===== config.mk =====
export PLATFORM = sky130hd
export DESIGN_NAME = bsg_manycore_pkt_encode_buffered
export DESIGN_NICKNAME = d
export VERILOG_FILES = /design/src/rtl/bsg_manycore_pkt_encode_buffered.sv
export SDC_FILE = /design/constraint.sdc
export NUM_CORES = 1
export LEC_CHECK = 0
export ABC_AREA = 1
export CORE_ASPECT_RATIO = 0.7
export CORE_UTILIZATION = 44
export DETAILED_ROUTE_END_ITERATION = 16
export GPL_ROUTABILITY_DRIVEN = 0
export GPL_TIMING_DRIVEN = 0
export HOLD_SLACK_MARGIN = 0.08
export PLACE_DENSITY = 0.83
export SETUP_SLACK_MARGIN = 0.5
export SKIP_CTS_REPAIR_TIMING = 1
export SLEW_MARGIN = 20
export SYNTH_ARGS = -nofsm -noshare
export SYNTH_HDL_FRONTEND = slang
export SYNTH_SLANG_ARGS = --single-unit
export TNS_END_PERCENT = 10

===== constraint.sdc =====
create_clock -name clk_i -period 13.8 [get_ports clk_i]
set_clock_uncertainty 0.15 [all_clocks]
set_input_delay 2.76 -clock clk_i [delete_from_list [all_inputs] [get_ports clk_i]]
set_output_delay 2.76 -clock clk_i [all_outputs]
set_load 0.02 [all_outputs]

===== src/rtl/bsg_manycore_pkt_encode_buffered.sv =====
// Registered manycore packet encoder with an output FIFO, outstanding-store
// credit counter and a lock-acquire state machine.
// Ports:
//   clk_i, reset_i          clock, asynchronous active-high reset
//   v_i/ready_o             core request handshake (addr_i, data_i, mask_i, we_i)
//   my_x_i/my_y_i           own mesh coordinates, stamped into packets
//   v_o/data_o/ready_i      packet stream toward the mesh router
//   credit_v_i              one outstanding packet retired
//   lock_grant_i            remote lock granted
//   out_credits_o           available credits
//   resp_v_o/resp_data_o    status-load response, one cycle after accept
module bsg_manycore_pkt_encode_buffered #(
  parameter int unsigned x_cord_width_p    = 4,
  parameter int unsigned y_cord_width_p    = 4,
  parameter int unsigned data_width_p      = 32,
  parameter int unsigned addr_width_p      = 12,
  parameter int unsigned fifo_els_p        = 2,
  parameter int unsigned max_out_credits_p = 16,
  localparam int unsigned in_addr_lp = 1 + y_cord_width_p + x_cord_width_p + addr_width_p,
  localparam int unsigned cw_lp      = $clog2(max_out_credits_p + 1),
  localparam int unsigned mask_w_lp  = data_width_p / 8,
  localparam int unsigned pkt_lp     = addr_width_p + 2 + mask_w_lp + data_width_p
                                       + 2 * (x_cord_width_p + y_cord_width_p)
) (
  input  logic                      clk_i,
  input  logic                      reset_i,
  input  logic                      v_i,
  output logic                      ready_o,
  input  logic [in_addr_lp-1:0]     addr_i,
  input  logic [data_width_p-1:0]   data_i,
  input  logic [mask_w_lp-1:0]      mask_i,
  input  logic                      we_i,
  input  logic [x_cord_width_p-1:0] my_x_i,
  input  logic [y_cord_width_p-1:0] my_y_i,
  output logic                      v_o,
  output logic [pkt_lp-1:0]         data_o,
  input  logic                      ready_i,
  input  logic                      credit_v_i,
  input  logic                      lock_grant_i,
  output logic [cw_lp-1:0]          out_credits_o,
  output logic                      resp_v_o,
  output logic [data_width_p-1:0]   resp_data_o
);

  localparam int unsigned ptr_w_lp = $clog2(fifo_els_p);
  localparam int unsigned cnt_w_lp = $clog2(fifo_els_p + 1);

  typedef enum logic [1:0] {
    e_idle   = 2'd0,
    e_wait   = 2'd1,
    e_locked = 2'd2
  } lock_state_e;

  lock_state_e state_r, state_n;

  // Request address decode
  logic                      remote;
  logic [y_cord_width_p-1:0] dst_y;
  logic [x_cord_width_p-1:0] dst_x;
  logic [addr_width_p-1:0]   dst_addr;
  logic [1:0]                k;

  assign remote   = addr_i[in_addr_lp-1];
  assign dst_y    = addr_i[addr_width_p+x_cord_width_p +: y_cord_width_p];
  assign dst_x    = addr_i[addr_width_p +: x_cord_width_p];
  assign dst_addr = addr_i[addr_width_p-1:0];
  assign k        = dst_addr[3:2];

  logic is_store, is_lock, is_release, is_status, pkt_req;
  assign is_store   = remote && we_i;
  assign is_lock    = remote && !we_i && (k == 2'd3);
  assign is_release = remote && !we_i && (k == 2'd0);
  assign is_status  = remote && !we_i && ((k == 2'd1) || (k == 2'd2));
  assign pkt_req    = is_store || is_lock || is_release;

  // Packet opcode
  logic [1:0] pkt_op;
  always_comb begin
    pkt_op = 2'b00;
    if (is_store)     pkt_op = dst_addr[addr_width_p-1] ? 2'b10 : 2'b01;
    else if (is_lock) pkt_op = 2'b11;
  end

  logic [pkt_lp-1:0] pkt_word;
  assign pkt_word = {1'b0, dst_addr[addr_width_p-2:0], pkt_op, mask_i, data_i,
                     my_y_i, my_x_i, dst_y, dst_x};

  // Handshake; a full FIFO stalls even when it is being popped
  logic [cnt_w_lp-1:0] count_r;
  logic [cw_lp-1:0]    credits_r;
  logic fifo_full, can_push, accept, push, pop, credit_ok;

  assign fifo_full = (count_r == cnt_w_lp'(fifo_els_p));
  assign can_push  = !fifo_full && (credits_r != '0);
  assign ready_o   = !remote || is_status || (can_push && (!is_lock || (state_r == e_idle)));
  assign accept    = v_i && ready_o;
  assign push      = accept && pkt_req;
  assign v_o       = (count_r != '0);
  assign pop       = v_o && ready_i;
  assign credit_ok = credit_v_i && (credits_r != cw_lp'(max_out_credits_p));

  // Output FIFO: circular buffer
  logic [pkt_lp-1:0]   mem_r [fifo_els_p];
  logic [ptr_w_lp-1:0] wr_ptr_r, rd_ptr_r;

  function automatic logic [ptr_w_lp-1:0] ptr_inc(input logic [ptr_w_lp-1:0] p);
    return (p == ptr_w_lp'(fifo_els_p - 1)) ? '0 : p + ptr_w_lp'(1);
  endfunction

  always_ff @(posedge clk_i) begin
    if (push) mem_r[wr_ptr_r] <= pkt_word;
  end

  always_ff @(posedge clk_i or posedge reset_i) begin
    if (reset_i) begin
      wr_ptr_r <= '0;
      rd_ptr_r <= '0;
      count_r  <= '0;
    end else begin
      if (push) wr_ptr_r <= ptr_inc(wr_ptr_r);
      if (pop)  rd_ptr_r <= ptr_inc(rd_ptr_r);
      case ({push, pop})
        2'b10:   count_r <= count_r + cnt_w_lp'(1);
        2'b01:   count_r <= count_r - cnt_w_lp'(1);
        default: count_r <= count_r;
      endcase
    end
  end

  assign data_o = mem_r[rd_ptr_r];

  // Credit counter; a return at max is dropped
  always_ff @(posedge clk_i or posedge reset_i) begin
    if (reset_i) begin
      credits_r <= cw_lp'(max_out_credits_p);
    end else begin
      case ({push, credit_ok})
        2'b10:   credits_r <= credits_r - cw_lp'(1);
        2'b01:   credits_r <= credits_r + cw_lp'(1);
        default: credits_r <= credits_r;
      endcase
    end
  end

  assign out_credits_o = credits_r;

  always_ff @(posedge clk_i) begin
    if (!reset_i)
      assert (!(credit_v_i && (credits_r == cw_lp'(max_out_credits_p))))
        else $error("credit returned while credit counter is at maximum");
  end

  // Lock FSM: state register
  always_ff @(posedge clk_i or posedge reset_i) begin
    if (reset_i) state_r <= e_idle;
    else         state_r <= state_n;
  end

  // Lock FSM: next state; an accepted release always returns to idle
  always_comb begin
    state_n = state_r;
    if (accept && is_release) begin
      state_n = e_idle;
    end else begin
      case (state_r)
        e_idle:  if (accept && is_lock) state_n = e_wait;
        e_wait:  if (lock_grant_i)      state_n = e_locked;
        default: state_n = state_r;
      endcase
    end
  end

  // Status-load response, sampled on the accept cycle
  logic [1:0] state_bits;
  assign state_bits = state_r;

  logic                    resp_v_r;
  logic [data_width_p-1:0] resp_data_r;

  always_ff @(posedge clk_i or posedge reset_i) begin
    if (reset_i) begin
      resp_v_r    <= 1'b0;
      resp_data_r <= '0;
    end else begin
      resp_v_r <= accept && is_status;
      if (accept && is_status)
        resp_data_r <= (k == 2'd1) ? data_width_p'(credits_r) : data_width_p'(state_bits);
    end
  end

  assign resp_v_o    = resp_v_r;
  assign resp_data_o = resp_data_r;

endmodule

==> run_results.csv <==
group,metric,value,unit
status,outcome,"finished clean",
layout,nets,779,
critical_path,critPathBufInv,3,
clock_tree,clk_root_buffer_cell,"clkbuf_16",
detailed_routing,drtIter0Drc,218,
placed_design,place_ws,6.14,ns
detailed_routing,via_per_inst,4.56,
synth,ys_ff_latch,147,
timing,fin_hold_ws,0.331,ns
layout,antenna_cells,0,
detailed_routing,drc,0,
synth,ys_seq_area_share,72.4,%
synth,synthArstFlopShare,11.6,%
critical_path,path_max_fanout,5,
clock_tree,clkSlewWorstSetupHoldPaths,0.06,ns
die,ios,178,
timing,hold_violations,0,
global_routing,first_global_vias,4105,
timing,slew_viol_final,0,
power_and_ir_drop,power_density,195,mW/mm^2
timing,fin_ws,6.11,ns
layout,drive_above_1_share,11.3,%
critical_path,slowest_stage,"clkdlybuf4s50_1",
global_routing,antenna_found_initial,0,
critical_path,crit_family,"buffers and inverters",
clock_tree,htreeDepth,4,
global_routing,overflow,0,
power_and_ir_drop,p_leak,3.50,nW
critical_path,path_class,"in2out",
clock_tree,clockBufferDepth,2,
die,core_area,0.0132,sq mm
die,fp.dieH,99.6,um
critical_path,worst_path_largest_cell_delay,0.57,ns
die,die_area,0.0141,sq mm
global_routing,grt_max_degree,26,
synth,synth_edf_count,130,
timing,tightestPinTransition,0.726,ns
layout,final_cell_area,0.00849,sq mm
detailed_routing,wire_per_inst,14.1,um
synth,synth_warnings,0,
die,row_count,35,
clock_tree,cts_sinks,147,
timing,rsz0062_at_grt,"false",
clock_tree,cts_tree,"done",
critical_path,start_kind,"primary input",
detailed_routing,ant_nets,0,
synth,synth_flop_cell,"edfxtp_1",
timing,slew_headroom,51.5,%
flow_run,maxCapViolCount,0,
die,fp.dieW,141,um
critical_path,path_common_cell,"clkdlybuf4s50_1",
critical_path,cp_cell_sequence,"clkdlybuf4s50_1 > inv_1 > ha_1 > a21oi_1 > nand2_1 > clkdlybuf4s50_1",
detailed_routing,vias,4086,
critical_path,cp.arrival,4.78,ns
critical_path,worstPathRequired,10.89,ns
timing,finalCritPeriodShare,55.7,%
timing,max_freq,0.130,GHz
global_routing,grt_first_pass_wirelength,20.2,mm
clock_tree,insertion_delay,0.41,ns
layout,area_delta_synth_final,41.9,%
timing,tns,0,ns
placed_design,post_dp_cell_area,0.00792,sq mm
die,start_util,45.2,%
hold_path,holdCritPathClass,"reg2reg",
placed_design,dpl.cell_count,864,
synth,ys_types,27,
global_routing,track_usage,18.9,%
detailed_routing,dr.pass1.iters,6,
power_and_ir_drop,total_power,1.66,mW
detailed_routing,wirelength,12.6,mm
timing,finalSetupViolCount,0,
placed_design,place_hpwl,8.96,mm
synth,synth_area,0.00598,sq mm
power_and_ir_drop,peakVddDrop,0.109,mV
synth,netlist_instances,499,
layout,final_util,64.2,%
layout,stdcell_count,896,
critical_path,cp-end-kind,"output pin",
placed_design,io_buffers,149,
timing,finalCriticalPeriod,7.69,ns
synth,post_synth.cell_area_avg,12.0,sq um
clock_tree,numCtsBuffers,17,
layout,num-fill-cells,1021,
==> report_power, final <==
group          leakage [nW]  internal, mW  switching (mW)
Clock                 0.273         0.254           0.189
Sequential             1.40         0.546          0.0303
Combinational          1.83         0.269           0.370
==> area by class of cell <==
| type | count | area [sq um] | share of cell area [%] |
|---|---|---|---|
| plain buffers | 43 | 275 | 3.24 |
| inverters | 20 | 75.1 | 0.885 |
| clock inverters | 14 | 141 | 1.67 |
| flip-flops and latches | 147 | 4330 | 51.0 |
| clock buffers | 18 | 429 | 5.06 |
| multi-input cells | 316 | 1420 | 16.7 |
| well taps | 185 | 231 | 2.73 |
| repair buffers | 153 | 1590 | 18.7 |
==> path summary, 6_finish.rpt <==
check	from	endpoint	slack (ns)	depth (start not counted)
setup / recovery	addr_i[2]	ready_o	6.11	6
hold / removal	state_bits[0]	state_bits[0]	0.33	2
setup reg to reg	out_credits_o[1]	out_credits_o[4]	10.92	13
hold reg to reg	state_bits[0]	state_bits[0]	0.33	2
max in group asynchronous	reset_i	rd_ptr_r	10.46	2
min in group asynchronous	reset_i	count_r[1]	2.61	2
==> metal layers <==
layer | GRT usage (%) | vias to the layer above | wire, um
li1 | - | 2002 | -
met1 | 23.9 | 1935 | 5420
met2 | 31.2 | 137 | 6250
met3 | 5.83 | 12 | 850
met4 | 5.85 | 0 | 127
met5 | 0 | - | 0
==> tightest hold or removal path, stage by stage, from the launching register on <==
cell     delay (ns)
dfrtp_1        0.35
nand2_1        0.06
nand2_1        0.05
==> flip-flops by register name (all words and copies together) (netlist names) <==
name	cells
wr_ptr_r	1
resp_data_o	5
state_bits	2
mem_r	130
resp_v_o	1
out_credits_o	5
count_r	2
rd_ptr_r	1
==> kinds of logic (layout without fill, tap and decap cells) <==
group,count (synthesis),after routing,synth area share [%]
AOI/OAI and AO/OA,19,19,2.13
buffers and inverters,63,248,5.86
xor gates and xnor gates,6,6,0.878
and+or+nand+nor,254,254,16.7
DFF,147,147,72.4
other,1,28,0.0627
adders and majority gates,9,9,2.01
==> cells in the final DEF, fill, tap and decap left out, types with 2 or more instances in the layout <==
cell / netlist / layout
nand2_1: 228 / 228
clkdlybuf4s50_1: 0 / 149
edfxtp_1: 130 / 130
buf_4: 28 / 28
conb_1: 1 / 28
inv_1: 20 / 20
clkbuf_16: 0 / 17
dfrtp_1: 16 / 16
clkbuf_1: 11 / 12
nand3_1: 9 / 9
nor2_1: 11 / 9
ha_1: 8 / 8
a21oi_1: 7 / 7
o21ai_2: 6 / 6
inv_6: 0 / 6
xor2_1: 4 / 4
nor2_4: 1 / 3
nand3_2: 3 / 3
o21ai_0: 3 / 3
clkinvlp_4: 0 / 3
xnor2_1: 2 / 2
buf_1: 2 / 2
inv_8: 0 / 2
buf_12: 0 / 2
buf_16: 0 / 2
==> cells in the mapped netlist, types with 4 or more instances <==
master,number,area share [%]
a21oi_1,7,0.59
buf_4,28,3.5
clkbuf_1,11,0.69
dfrtp_1,16,6.7
edfxtp_1,130,65
ha_1,8,1.7
inv_1,20,1.3
nand2_1,228,14
nand3_1,9,0.75
nor2_1,11,0.69
o21ai_2,6,0.88
xor2_1,4,0.59
Power figures use the tool's default switching activity.
